### config.mk
export PLATFORM = sky130hd
export DESIGN_NAME = fp_mul_round_pack
export DESIGN_NICKNAME = d
export VERILOG_FILES = /design/src/rtl/fp_mul_round_pack.sv
export SDC_FILE = /design/constraint.sdc
export NUM_CORES = 1
export LEC_CHECK = 0
export ABC_AREA = 1
export BUFFER_PORTS_ARGS = -buffer_cell sky130_fd_sc_hd__buf_2
export CORE_ASPECT_RATIO = 0.8
export CORE_UTILIZATION = 40
export CTS_CLUSTER_DIAMETER = 80
export DETAILED_ROUTE_END_ITERATION = 16
export PLACE_DENSITY = 0.63
export RECOVER_POWER = 25
export SYNTH_ARGS = -nofsm -noshare
export SYNTH_HDL_FRONTEND = slang
export SYNTH_SLANG_ARGS = --single-unit
### constraint.sdc
create_clock -name clk -period 6.4 [get_ports clk]
set_input_delay 0.32 -clock clk [delete_from_list [all_inputs] [get_ports clk]]
set_output_delay 0.32 -clock clk [all_outputs]
set_load 0.01 [all_outputs]
### src/rtl/fp_mul_round_pack.sv
// FP32 multiplier back end: normalize, round-to-nearest-even, range/special handling, pack.
// Register stages: normalize -> round -> packed output. Result is visible two edges after the sample edge.
module fp_mul_round_pack #(
  parameter int unsigned EXP_W  = 8,
  parameter int unsigned MAN_W  = 23,
  parameter int unsigned PROD_W = 64
) (
  input  logic                   clk,
  input  logic                   clear,
  input  logic                   in_valid,
  input  logic [PROD_W-1:0]      prod,
  input  logic                   sign_in,
  input  logic [EXP_W+1:0]       exp_in,
  input  logic                   is_nan,
  input  logic                   is_inf,
  input  logic                   is_zero,
  output logic                   out_valid,
  output logic [EXP_W+MAN_W:0]   result,
  output logic                   overflow,
  output logic                   underflow,
  output logic                   inexact,
  output logic                   invalid
);

  localparam int unsigned TOP = 2 * MAN_W + 1;
  localparam int unsigned SW  = MAN_W + 1;
  localparam int unsigned EW  = EXP_W + 3;
  localparam int unsigned RW  = EXP_W + MAN_W + 1;

  localparam logic signed [EW-1:0] E_MAX  = EW'((1 << EXP_W) - 1);
  localparam logic signed [EW-1:0] E_ZERO = '0;
  localparam logic [RW-1:0] QNAN = {1'b0, {EXP_W{1'b1}}, 1'b1, {(MAN_W-1){1'b0}}};

  // Stage 1 registers
  logic                 s1_valid, s1_g, s1_s, s1_sign, s1_nan, s1_inf, s1_zero;
  logic [SW-1:0]        s1_sig;
  logic signed [EW-1:0] s1_e;

  // Stage 2 registers
  logic                 s2_valid, s2_inexact, s2_sign, s2_nan, s2_inf, s2_zero;
  logic [MAN_W-1:0]     s2_frac;
  logic signed [EW-1:0] s2_e;

  // Normalize: shift left by one when the leading one sits at TOP-1; exponent widened so sums never wrap
  logic [TOP:0]         norm_c;
  logic signed [EW-1:0] e_norm_c;
  assign norm_c   = prod[TOP] ? prod[TOP:0] : {prod[TOP-1:0], 1'b0};
  assign e_norm_c = $signed({exp_in[EXP_W+1], exp_in}) + $signed({{(EW-1){1'b0}}, prod[TOP]});

  // Round to nearest even; a carry out of the significand bumps the exponent and leaves a zero fraction
  logic                 up_c;
  logic [SW:0]          sum_c;
  logic [MAN_W-1:0]     frac_c;
  logic signed [EW-1:0] e_rnd_c;
  assign up_c    = s1_g & (s1_s | s1_sig[0]);
  assign sum_c   = {1'b0, s1_sig} + (SW+1)'(up_c);
  assign frac_c  = sum_c[SW] ? '0 : sum_c[MAN_W-1:0];
  assign e_rnd_c = s1_e + $signed({{(EW-1){1'b0}}, sum_c[SW]});

  // Product bits above the significand field and the hidden bit carry no information here
  logic unused_bits;
  assign unused_bits = ^{prod[PROD_W-1:TOP+1], sum_c[MAN_W]};

  // Stage 1: capture normalized significand, guard/sticky, exponent and operand flags
  always_ff @(posedge clk) begin
    if (clear) begin
      s1_valid <= 1'b0;
      s1_sig   <= '0;
      s1_g     <= 1'b0;
      s1_s     <= 1'b0;
      s1_e     <= '0;
      s1_sign  <= 1'b0;
      s1_nan   <= 1'b0;
      s1_inf   <= 1'b0;
      s1_zero  <= 1'b0;
    end else begin
      s1_valid <= in_valid;
      s1_sig   <= norm_c[TOP -: SW];
      s1_g     <= norm_c[TOP-SW];
      s1_s     <= |norm_c[TOP-SW-1:0];
      s1_e     <= e_norm_c;
      s1_sign  <= sign_in;
      s1_nan   <= is_nan;
      s1_inf   <= is_inf;
      s1_zero  <= is_zero;
    end
  end

  // Stage 2: capture rounded fraction, post-round exponent and inexactness
  always_ff @(posedge clk) begin
    if (clear) begin
      s2_valid   <= 1'b0;
      s2_frac    <= '0;
      s2_e       <= '0;
      s2_inexact <= 1'b0;
      s2_sign    <= 1'b0;
      s2_nan     <= 1'b0;
      s2_inf     <= 1'b0;
      s2_zero    <= 1'b0;
    end else begin
      s2_valid   <= s1_valid;
      s2_frac    <= frac_c;
      s2_e       <= e_rnd_c;
      s2_inexact <= s1_g | s1_s;
      s2_sign    <= s1_sign;
      s2_nan     <= s1_nan;
      s2_inf     <= s1_inf;
      s2_zero    <= s1_zero;
    end
  end

  // Pack: special operands first, then overflow/underflow range check, else normal result
  logic [RW-1:0] res_c;
  logic          ovf_c, unf_c, inx_c, inv_c;
  always_comb begin
    res_c = '0;
    ovf_c = 1'b0;
    unf_c = 1'b0;
    inx_c = 1'b0;
    inv_c = 1'b0;
    if (s2_valid) begin
      if (s2_nan | (s2_inf & s2_zero)) begin
        res_c = QNAN;
        inv_c = 1'b1;
      end else if (s2_inf) begin
        res_c = {s2_sign, {EXP_W{1'b1}}, {MAN_W{1'b0}}};
      end else if (s2_zero) begin
        res_c = {s2_sign, {(RW-1){1'b0}}};
      end else if (s2_e >= E_MAX) begin
        res_c = {s2_sign, {EXP_W{1'b1}}, {MAN_W{1'b0}}};
        ovf_c = 1'b1;
        inx_c = 1'b1;
      end else if (s2_e <= E_ZERO) begin
        res_c = {s2_sign, {(RW-1){1'b0}}};
        unf_c = 1'b1;
        inx_c = 1'b1;
      end else begin
        res_c = {s2_sign, s2_e[EXP_W-1:0], s2_frac};
        inx_c = s2_inexact;
      end
    end
  end

  // Output register; everything reads zero while out_valid is low
  always_ff @(posedge clk) begin
    if (clear) begin
      out_valid <= 1'b0;
      result    <= '0;
      overflow  <= 1'b0;
      underflow <= 1'b0;
      inexact   <= 1'b0;
      invalid   <= 1'b0;
    end else begin
      out_valid <= s2_valid;
      result    <= res_c;
      overflow  <= ovf_c;
      underflow <= unf_c;
      inexact   <= inx_c;
      invalid   <= inv_c;
    end
  end

endmodule
# --- Word level (Yosys, flattened, before mapping) ---
# Index checks and enable logic that the tools add are counted.
word_totals:
  reg_bits: 119
  latchBits: 0
  ram_bits: 0
  mem_bits_ro: 0
  in_bits: 81
  output_inout_bits: 37
  elab_cells: 54
  n_memories: 0
op_classes:
  addsub: 3
  mul: 0
  n_div: 0
  magnitude_cmp: 2
  eq_ne: 0
  shifts: 0
  muxes: 11
  n_bitwise: 6
  reduce_logical: 7
op_table:
  columns: ["op", "count"]
  rows:
  - ["$mux 31", 5]
  - ["$mux 48", 1]
  - ["$add 24x1->25", 1]
  - ["$reduce_or 23->1", 1]
  - ["$add 10x2->11", 1]
  - ["$add 11x2->11", 1]
  - ["$ge 11x9->1 const B", 1]
  - ["$le 11x1->1 const B", 1]
  - ["$reduce_or 7->1", 1]
  - ["$reduce_or 6->1", 1]
  - ["$mux 1", 5]
  - ["$reduce_or 5->1", 1]
  - ["$reduce_or 2->1", 2]
  - ["$or 1x1->1", 3]
  - ["$reduce_or 3->1", 1]
  - ["$and 1x1->1", 2]
  - ["$not 1->1", 1]

# --- Logic depth before layout (Yosys ltp) ---
# Gate-level depths: netlist of run 1.
logic_depth:
  depth_word: 6
  mapped_depth: 20
  ltp_nobuf: 20

# --- Worst setup path after synthesis of run 1 ---
# No wires, ideal clock.
synth_path:
  path_type: "reg-to-reg"
  from: "reg s1_g"
  to: "reg s2_e[8]"
  setup_ns: 0.119
  t_arrival_ns: 2.359
  required_time_ns: 6.281
  slack_ns: 3.921
  path_stages_with_launch: 21
  n_path_buf: 0
  synth_period_minus_slack_ns: 2.479
  path_cell_list: "dfxtp_1 nand2_1 inv_1 ha_1 nand2_1 inv_2 nand2_2 nor2_4 nand2_2 nor2_4 nand2_1 nor2_1 ha_1 ha_1 nand2_1 inv_1 nand2_1 nor3_1 nand2_1 o21ai_0 a21oi_1"
synth_via:
  elab_chain_len: 3
synth_rtl:
  columns: ["item", "line_no", "source"]
  rows:
  - ["start, declared", "35", "logic s1_valid, s1_g, s1_s, s1_sign, s1_nan, s1_inf, s1_zero;"]
  - ["start signal, assigned", "79", "s1_g <= norm_c[TOP-SW];"]
  - ["$and 1x1->1", "55", "assign up_c = s1_g & (s1_s | s1_sig[0]);"]
  - ["$add 24x1->25", "56", "assign sum_c = {1'b0, s1_sig} + (SW+1)'(up_c);"]
  - ["$add 11x2->11", "58", "assign e_rnd_c = s1_e + $signed({{(EW-1){1'b0}}, sum_c[SW]});"]
  - ["end signal, assigned", "103", "s2_e <= e_rnd_c;"]
  - ["end, declared", "42", "logic signed [EW-1:0] s2_e;"]
# No other way between the ends.
# A chain may end at the register's enable or synchronous reset.

# --- Worst setup path after layout of run 1 ---
# Ends and elaborated chain as after synthesis.

==> metrics.txt, run 1 <==
outcome finished clean; leakage power figure between 0.002 and 0.003 uW; critical path class flop to flop; vias per cell roughly 4.4; I/O pin total about 120; count leader, synth nor2_1; clock-pin slew on the worst setup and hold paths 60 ps; Worst Path Max Fanout 5; die height roughly 98 um; type of the most critical hold path primary input to flop; dpl hpwl 7.18 mm; hold_buf cts 0; Final Hold Viols 0; max-cap check violation count 0; hold depth 3; die area 12,000 um2; number of global-route vias before repair 3,576; die width 122 um; mean post-synth cell area between 7 and 8 um2; Yosys top cell area share 0.515; top cells by count, synth nor2_1, dfxtp_1, nand2_1, inv_1, o21ai_0; starting density of the core 0.418; Tmin final 2920 ps; Mapped Cells 612; FFs w/ async S/R, synth 0; Reg2Reg Depth 20; DRC errors left 0; Crit. End Element flop; antenna violations before repair 0; CTS tree yes; Hold Crit Start is_zero; slew at the pin with the worst max-slew slack just over 1000 ps; Max Clock Skew between 10 and 15 ps; NumNets Final 802; Setup TNS 0 ps; YS warnings 0; row count 34; crit share post-route 0.457; Synth Flop Type dfxtp_1; crit start category flop; share of layout cells above drive strength 1 0.199; DR WL/cell approximately 11 um; aggregate global routing overflow 0; routability cong. around 0.80; GRT Overall Usage 0.172; synth-to-layout area growth 25.7%; DRT Wirelength a little under 10 mm; Pins Over Slew Limit 0; worst r2r src s1_g; first-pass GRT wire length between 15 and 20 mm; core area roughly 11,000 um2; H-tree depth 4; Setup-failing EPs final 0; Root Buffer clkbuf_16; ANT nets after route 0; reg2reg end s2_e[8]; largest net degree at the start of global routing 40; Skew-Pair Late Insertion Delay a little over 400 ps; Mapped Nets 698; Synth cell types 26; R2R Setup Slk around 3500 ps; ant diodes 0; Seq/Total Area, Yosys 0.515; Post-CTS Setup Inserts 0; Post-synth EDFFs 0; Hold Path End s1_zero; WP data required about 6700 ps; fillers 1,102; Seq cells post-synth about 120; RSZ-0062 raised after global routing false; Post-Syn Area about 4600 um2; Worst EP arrival ~3200 ps; cell area power density 324 nW/um2; DR pass1 iterations 4; DR vias around 3,800; Max transition margin 0.323; dominant cells by area after synthesis dfxtp_1, nor2_1, nand2_1; total power between 1500 and 2000 uW; DRT iter0 DRCs around 190; worst vdd ir about 0.21 mV; CTS Buf Count 17; CTS Buffer Depth 2; clk sinks ~120; # resized after CTS 0; I/O Buffers between 100 and 150; Max Clock Freq 0.342 GHz; area leader, netlist dfxtp_1
-- worst max-delay path by stage --
stage	start	to	slack, ps
2_1_floorplan	s1_g	s2_e[8]	3920
6_report	s1_g	s2_e[8]	3480
3_5_place_dp	s1_g	s2_e[8]	3440
5_1_grt	s1_g	s2_e[8]	3180
4_1_cts	s1_g	s2_e[8]	3440
3_3_place_gp	s1_g	s2_e[8]	3540
-- report_power, final --
part | switching, uW | total (uW) | internal [uW] | leakage, uW
logic | 66.5 | 111 | 44.2 | 0.00141
clock network | 355 | 977 | 622 | 0.000298
registers | 21.8 | 795 | 773 | 0.000979
-- metrics by stage --
step | cells | util | hold WS, ps | area, um2 | setup WS [ps]
2_1_floorplan | 612 | - | 388 | 4620 | 3920
3_3_place_gp | 841 | 0.471 | 394 | 5210 | 3540
3_5_place_dp | 841 | 0.471 | 398 | 5210 | 3440
4_1_cts | 873 | 0.527 | 99.7 | 5830 | 3440
5_1_grt | 873 | 0.525 | 122 | 5810 | 3180
6_report | 873 | 0.525 | 121 | 5810 | 3480
-- placed cells by master (no fill, tap or decap) --
cell type	Yosys	final
buf_2	1	91
inv_2	4	3
inv_1	78	79
nand3_2	2	2
nand4_1	7	7
xnor2_1	7	7
nand2_1	99	100
o21ai_0	35	36
nand2_4	2	1
dfxtp_1	119	119
nand3b_1	4	4
nor3_1	13	13
ha_1	5	5
or2_2	1	1
clkinv_2	0	1
clkinv_4	0	2
nor2_1	161	161
nand2_2	6	6
nor2_4	5	5
clkbuf_16	0	17
nor2_2	4	4
inv_6	0	6
clkbuf_1	10	10
nor4_1	1	1
a21oi_1	22	22
xor2_1	9	9
bufinv_16	0	3
nand3_1	11	11
clkinvlp_4	0	2
inv_8	0	1
-- area by class of cell --
cell class	count	area [um2]	share of cell area
multi-input combinational	395	1830	0.315
inverter	82	308	0.0530
tap	144	180	0.0310
sequential	119	2380	0.410
timing repair buffer	101	493	0.0849
clock inverter	15	191	0.0330
clock buffer	17	425	0.0732
-- metal layers --
metal  up-vias  GRT usage  wire (um)
met5         -          0          0
met4         0     0.0619         72
met3         8     0.0526        683
met2       129      0.243       3800
met1      1617      0.243       5140
li1       2090          -          -
-- critical path: stages, from the launching register on --
cell     delay (ps)
dfxtp_1         350
nand2_1         140
inv_1            80
ha_1            240
nand2_1          90
inv_2            70
nand2_2          70
nor2_4          110
nand2_2         100
nor2_4          130
nand2_1          90
nor2_1          170
ha_1            200
ha_1            190
nand2_1          60
inv_1            60
nand2_1          70
nor3_1          250
nand2_1         110
o21ai_0         150
a21oi_1          60
-- sequential cells by signal (all words and copies together) (netlist names), 11 cells and up --
name and count:
s1_e 11, s2_e 11, result 32, s1_sig 24
s2_frac 23
-- cell families (layout without fill, tap and decap cells) --
group / count (synthesis) / after routing / share of synthesized area
and+or+nand+nor: 316 / 316 / 0.291
DFF: 119 / 119 / 0.515
buffers and inverters: 98 / 215 / 0.0872
AOI/OAI and AO/OA: 58 / 58 / 0.0628
xor gates and xnor gates: 16 / 16 / 0.0303
adders and majority gates: 5 / 5 / 0.0135
(Power assumes the default switching activity.)
==> run 2, diff against run 1 <==
--- a/config.mk
+++ b/config.mk
@@ -5,13 +5,13 @@
 export SDC_FILE = /design/constraint.sdc
 export NUM_CORES = 1
 export LEC_CHECK = 0
-export ABC_AREA = 1
+export ABC_AREA = 0
 export BUFFER_PORTS_ARGS = -buffer_cell sky130_fd_sc_hd__buf_2
 export CORE_ASPECT_RATIO = 0.8
 export CORE_UTILIZATION = 40
 export CTS_CLUSTER_DIAMETER = 80
 export DETAILED_ROUTE_END_ITERATION = 16
-export PLACE_DENSITY = 0.63
+export PLACE_DENSITY = 0.64
 export RECOVER_POWER = 25
 export SYNTH_ARGS = -nofsm -noshare
 export SYNTH_HDL_FRONTEND = slang
==> constraint.sdc (replaced) <==
create_clock -name clk -period 2.9 [get_ports clk]
set_input_delay 0.145 -clock clk [delete_from_list [all_inputs] [get_ports clk]]
set_output_delay 0.145 -clock clk [all_outputs]
set_load 0.01 [all_outputs]
==> metrics.txt, run 2 <==
ANT nets after route 0; YS warnings 0; Mapped Cells 434; DRT iter0 DRCs ~230; core area 10,400 um2; RSZ-0062 raised after global routing true; routability cong. ~0.84; cell area power density about 700 nW/um2; most common cell after layout, fill and taps aside dfxtp_1; vias per cell about 4.6; DRT Wirelength 8.50 mm; Post-synth EDFFs 0; area leader, netlist dfxtp_1; leakage power figure between 0.002 and 0.0025 uW; Max transition margin -0.101; die width 118 um; Seq cells post-synth approximately 120; top cells by count, synth dfxtp_1, nor2_1, mux2i_1, and2_1, xnor2_1; Synth cell types 37; crit share post-route 0.958; worst r2r src s1_g; Tmin final ~2800 ps; first-pass GRT wire length 13.9 mm; WP data required between 3000 and 4000 ps; pre-CTS setup slack 75.7 ps; critical path class flop to flop; Post-Syn Area about 4300 um2; I/O Buffers around 100; antenna violations before repair 0; Setup-failing EPs final 0; type of the most critical hold path primary input to flop; I/O pin total 118; Synth Flop Type dfxtp_1; aggregate global routing overflow 0; starting density of the core 0.416; worst vdd ir around 0.44 mV; DR vias approximately 3,300; Top reg by flops result; Crit. End Element flop; count leader, synth dfxtp_1; Final Hold Viols 0; Reg2Reg Depth 11; most frequent cells in the layout dfxtp_1, buf_2, nor2_1; Mapped Nets 520; hold depth 3; crit start category flop; failing checks capacitance limit, slew limit; DRC errors left 0; Seq/Total Area, Yosys 0.553; die area between 10,000 and 15,000 um2; Worst Path Max Fanout 8; R2R Setup Slk approximately 120 ps; synth-to-layout area growth 31.3%; slack of the critical path about 120 ps; fin cells between 700 and 800; dpl cells about 660; Max Clock Skew around 14 ps; post-route cell area between 5000 and 6000 um2; Hold Crit Start prod[43]; clk sinks ~120; share of layout cells above drive strength 1 0.245; CTS Buf Count 17; Pins Over Slew Limit 27; number of global-route vias before repair roughly 3,000; NumNets Final 642; row count 33; GRT Overall Usage 0.159; H-tree depth 4; slew at the pin with the worst max-slew slack roughly 1700 ps; Yosys top cell area share 0.553; CTS tree yes; Skew-Pair Late Insertion Delay ~400 ps; reg2reg end s2_e[10]; dpl hpwl around 6.4 mm; top flop regs result: 32 flops, s1_sig: 24 flops, s2_frac: 23 flops; die height about 95 um; worst hold slack between 3 and 4 ps; CTS Buffer Depth 2; ant diodes 0; Root Buffer clkbuf_16; clock-pin slew on the worst setup and hold paths roughly 50 ps; FFs w/ async S/R, synth 0; dominant cells by area after synthesis dfxtp_1, nor2_1, mux2i_1; Hold Path End s1_sig[20]; largest net degree at the start of global routing 66; DR WL/cell 12.0 um; max reg flops 32; Post-CTS Setup Inserts 0; dpl cell area 4940 um2; Max Clock Freq roughly 0.36 GHz; max-cap check violation count 1; DR pass1 iterations 5; outcome finished, violations left; mean post-synth cell area between 9 and 10 um2; Worst EP arrival 3040 ps
## run 2: changes by cell type in the layout (fill, tap and decap cells not counted), moves of 23 or more
cell / delta
nor2_1: -87
inv_1: -71
mux2i_1: +27
and2_1: +23
o21ai_0: -24
nand2_1: -85
## run 2: cells by family (layout without fill, tap and decap cells)
logic type / Yosys count / after routing / share of synthesized area
flip-flops: 119 / 119 / 0.553
XOR/XNOR: 30 / 30 / 0.0610
adder cells (fa/ha/maj): 5 / 5 / 0.0145
AND/OR/NAND/NOR: 198 / 198 / 0.242
multiplexers: 27 / 27 / 0.0627
AO/OA/AOI/OAI: 31 / 31 / 0.0410
buffers and inverters: 24 / 158 / 0.0256
## run 2: through the flow
step            util  total power (uW)  setup TNS, ps
2_1_floorplan      -              1910              0
3_3_place_gp   0.477              2000              0
3_5_place_dp   0.477              2000              0
4_1_cts        0.545              4000              0
5_1_grt        0.546              4120          -9.37
6_report       0.546              3970              0
## run 2: worst max-delay path by stage
| stage | start | end | slack, ps | cells after the start |
|---|---|---|---|---|
| floorplan | s1_g | s2_e[10] | 230 | 12 |
| global placement | s1_g | s2_e[10] | 220 | 11 |
| detailed placement | s1_g | s2_e[10] | 80 | 11 |
| CTS | s1_g | s2_e[10] | 80 | 11 |
| global route | s1_g | s2_e[10] | -6 | 11 |
| finish | s1_g | s2_e[10] | 120 | 11 |
## run 2: worst max-delay path, cell delays in order, from the launching register on
cell	delay [ps]
dfxtp_1	380
and2_1	140
ha_1	230
nand2_2	130
or4_4	620
nor2_2	160
ha_1	190
ha_1	210
nand2_1	120
nor4_1	240
xnor2_1	160
nor2_1	60
## run 2: power breakdown
group          total (uW)  leakage (uW)  switching [uW]  internal (uW)
logic                 236       0.00120             117            120
registers            1750      0.000977            49.4           1710
clock network        1970      0.000268             693           1280
total                3970       0.00244             859           3110
## run 2: area by class of cell
cell class / instances / area, um2
fillers: 911 / 4710
flip-flops and latches: 119 / 2380
multi-input cells: 291 / 1830
repair buffers: 119 / 671
clock buffers: 20 / 447
well taps: 140 / 175
clock inverters: 11 / 126
inverters: 8 / 30.0
## run 2: what timing repair did
action	4_1_cts	5_1_grt
hold buffers	14	0
hold endpoints to repair	12	0
resized for setup	0	1
endpoints found under the setup margin	0	3
## run 2: per-layer routing
metal | GRT usage | wire length (um) | part of all wire
met1 | 0.227 | 4570 | 0.54
met2 | 0.215 | 3320 | 0.39
met3 | 0.0513 | 475 | 0.056
met4 | 0.0673 | 126 | 0.015
met5 | 0 | 0 | 0
==> run 3, diff against run 2 <==
--- a/config.mk
+++ b/config.mk
@@ -8,11 +8,12 @@
 export ABC_AREA = 0
 export BUFFER_PORTS_ARGS = -buffer_cell sky130_fd_sc_hd__buf_2
 export CORE_ASPECT_RATIO = 0.8
+export CORE_MARGIN = 5
 export CORE_UTILIZATION = 40
 export CTS_CLUSTER_DIAMETER = 80
 export DETAILED_ROUTE_END_ITERATION = 16
 export PLACE_DENSITY = 0.64
-export RECOVER_POWER = 25
+export RECOVER_POWER = 50
 export SYNTH_ARGS = -nofsm -noshare
 export SYNTH_HDL_FRONTEND = slang
 export SYNTH_SLANG_ARGS = --single-unit
==> metrics.txt, run 3 (synthesis results as in run 2) <==
outcome finished, violations left; failing checks capacitance limit, slew limit; delay of the slowest cell on the worst path roughly 580 ps; crit path cell chain and2_1 > ha_2 > nand2_2 > or4_4 > nor2_2 > ha_1 > ha_1 > nand2_1 > nor4_2 > xnor2_1 > nor2_1; share of layout cells above drive strength 1 0.193; slew at the pin with the worst max-slew slack 1680 ps; crit share post-route 0.917; max-cap check violation count 1; die height between 100 and 150 um; aggregate global routing overflow 0; Max Clock Freq between 0.3 and 0.4 GHz; NumNets Final 657; die width 126 um; leakage power figure between 0.002 and 0.0025 uW; clock-pin slew on the worst setup and hold paths 60 ps; R2R Setup Slk between 200 and 250 ps; Top reg by flops result; largest net degree at the start of global routing 66; DRC errors left 0; max reg flops 32; die area ~13,000 um2; Final Hold Viols 0; top flop regs result: 32 flops, s1_sig: 24 flops, s2_frac: 23 flops; Worst Path Max Fanout 6; grt met2 use 0.213; type of the most critical hold path primary input to flop; number of global-route vias before repair roughly 3,200; fin cells a little over 700; CTS Buffer Depth 2; CTS tree yes; Setup-failing EPs final 0; met3 usage 0.0482; dpl hpwl 6.80 mm; Pins Over Slew Limit 27; Tmin final about 2700 ps; met1 Use GR 0.213; H-tree depth 4; I/O pin total 118; layer with the highest usage met2; most frequent cells in the layout dfxtp_1, nor2_1, buf_2; critical path class flop to flop; ant diodes 0; core area around 10,000 um2; Crit. End Element flop; slowest CP cell or4_4; RSZ-0062 raised after global routing false; dpl cells 663; Skew-Pair Late Insertion Delay 410 ps; first-pass GRT wire length approximately 16 mm; cell area power density approximately 690 nW/um2; Worst EP arrival just under 3000 ps; Root Buffer clkbuf_16; Max transition margin -0.118; GRT Overall Usage 0.151; Max Clock Skew just under 7 ps; starting density of the core 0.414; routability cong. 0.881; row count 33; CTS Buf Count 17; DRT Wirelength 9.40 mm; worst vdd ir between 0.3 and 0.4 mV; vias per cell ~4.7; clk sinks roughly 120; DRT iter0 DRCs 188; WP data required roughly 3200 ps; DR pass1 iterations 4; synth-to-layout area growth 34.1%; DR WL/cell 13.0 um; antenna violations before repair 0; I/O Buffers ~100; most used cell along the critical path ha_1; DR vias roughly 3,400; crit start category flop; FF+latch area between 2000 and 2500 um2; worst hold slack around 9 ps; fillers between 900 and 1,000; ANT nets after route 0; most common cell after layout, fill and taps aside dfxtp_1; Core Util, Final 0.555; total power 3990 uW; Multi-input gate area around 1800 um2; Setup TNS 0 ps
==> run 3: changes by cell type in the layout (fill, tap and decap cells not counted), sizes merged <==
cell / delta
clkbuf: +32
dlygate4sd3: +13
buf: -32
inv: +5
bufinv: -1
clkinvlp: -1
==> run 3: area by class of cell <==
cell class / count / area share
Inverter: 8 / 0.00520
Clock buffer: 18 / 0.0760
Sequential cell: 119 / 0.413
Clock inverter: 14 / 0.0240
Timing Repair Buffer: 134 / 0.134
Multi-Input combinational cell: 291 / 0.318
Tap cell: 140 / 0.0303
==> run 3: repair_timing <==
action	CTS	global route
hold endpoints to repair	22	0
pin swaps	0	1
resized for setup	1	3
hold buffers	27	0
setup endpoints to repair	1	6
buffers inserted	0	2
==> run 3: per-layer routing <==
metal / part of all wire / vias up / wire, um
met2: 0.39 / 141 / 3680
li1: - / 1747 / -
met5: 0 / - / 0
met1: 0.52 / 1465 / 4910
met4: 0.016 / 0 / 150
met3: 0.069 / 15 / 653
==> run 3: through the flow <==
stage               setup slack (ps)  instance area [um2]
finish                           240                 5780
global route                    32.8                 5780
detailed placement              73.0                 4940
global placement                 221                 4940
CTS                             82.2                 5790
floorplan                        233                 4310
==> run 3: worst max-delay path, delay by kind of cell, from the launching register on <==
family                   cells  cell delay, ps
AND/OR/NAND/NOR              7            1380
adder cells (fa/ha/maj)      3             610
flip-flops                   1             350
XOR/XNOR                     1             170
==> run 3: path summary, 6_finish.rpt <==
| kind | start | endpoint | cells past startpoint |
|---|---|---|---|
| worst min-delay path | prod[38] | s1_sig[15] | 3 |
| worst min register to register | s2_frac[21] | result[21] | 1 |
| worst max-delay path | s1_sig[0] | s2_e[10] | 11 |
| worst max register to register | s1_sig[0] | s2_e[10] | 11 |
==> run 3: power by group <==
part / leakage [uW] / switching [uW] / internal (uW)
combinational: 0.00111 / 120 / 132
sequential: 0.000977 / 49.5 / 1700
clock: 0.000276 / 765 / 1220
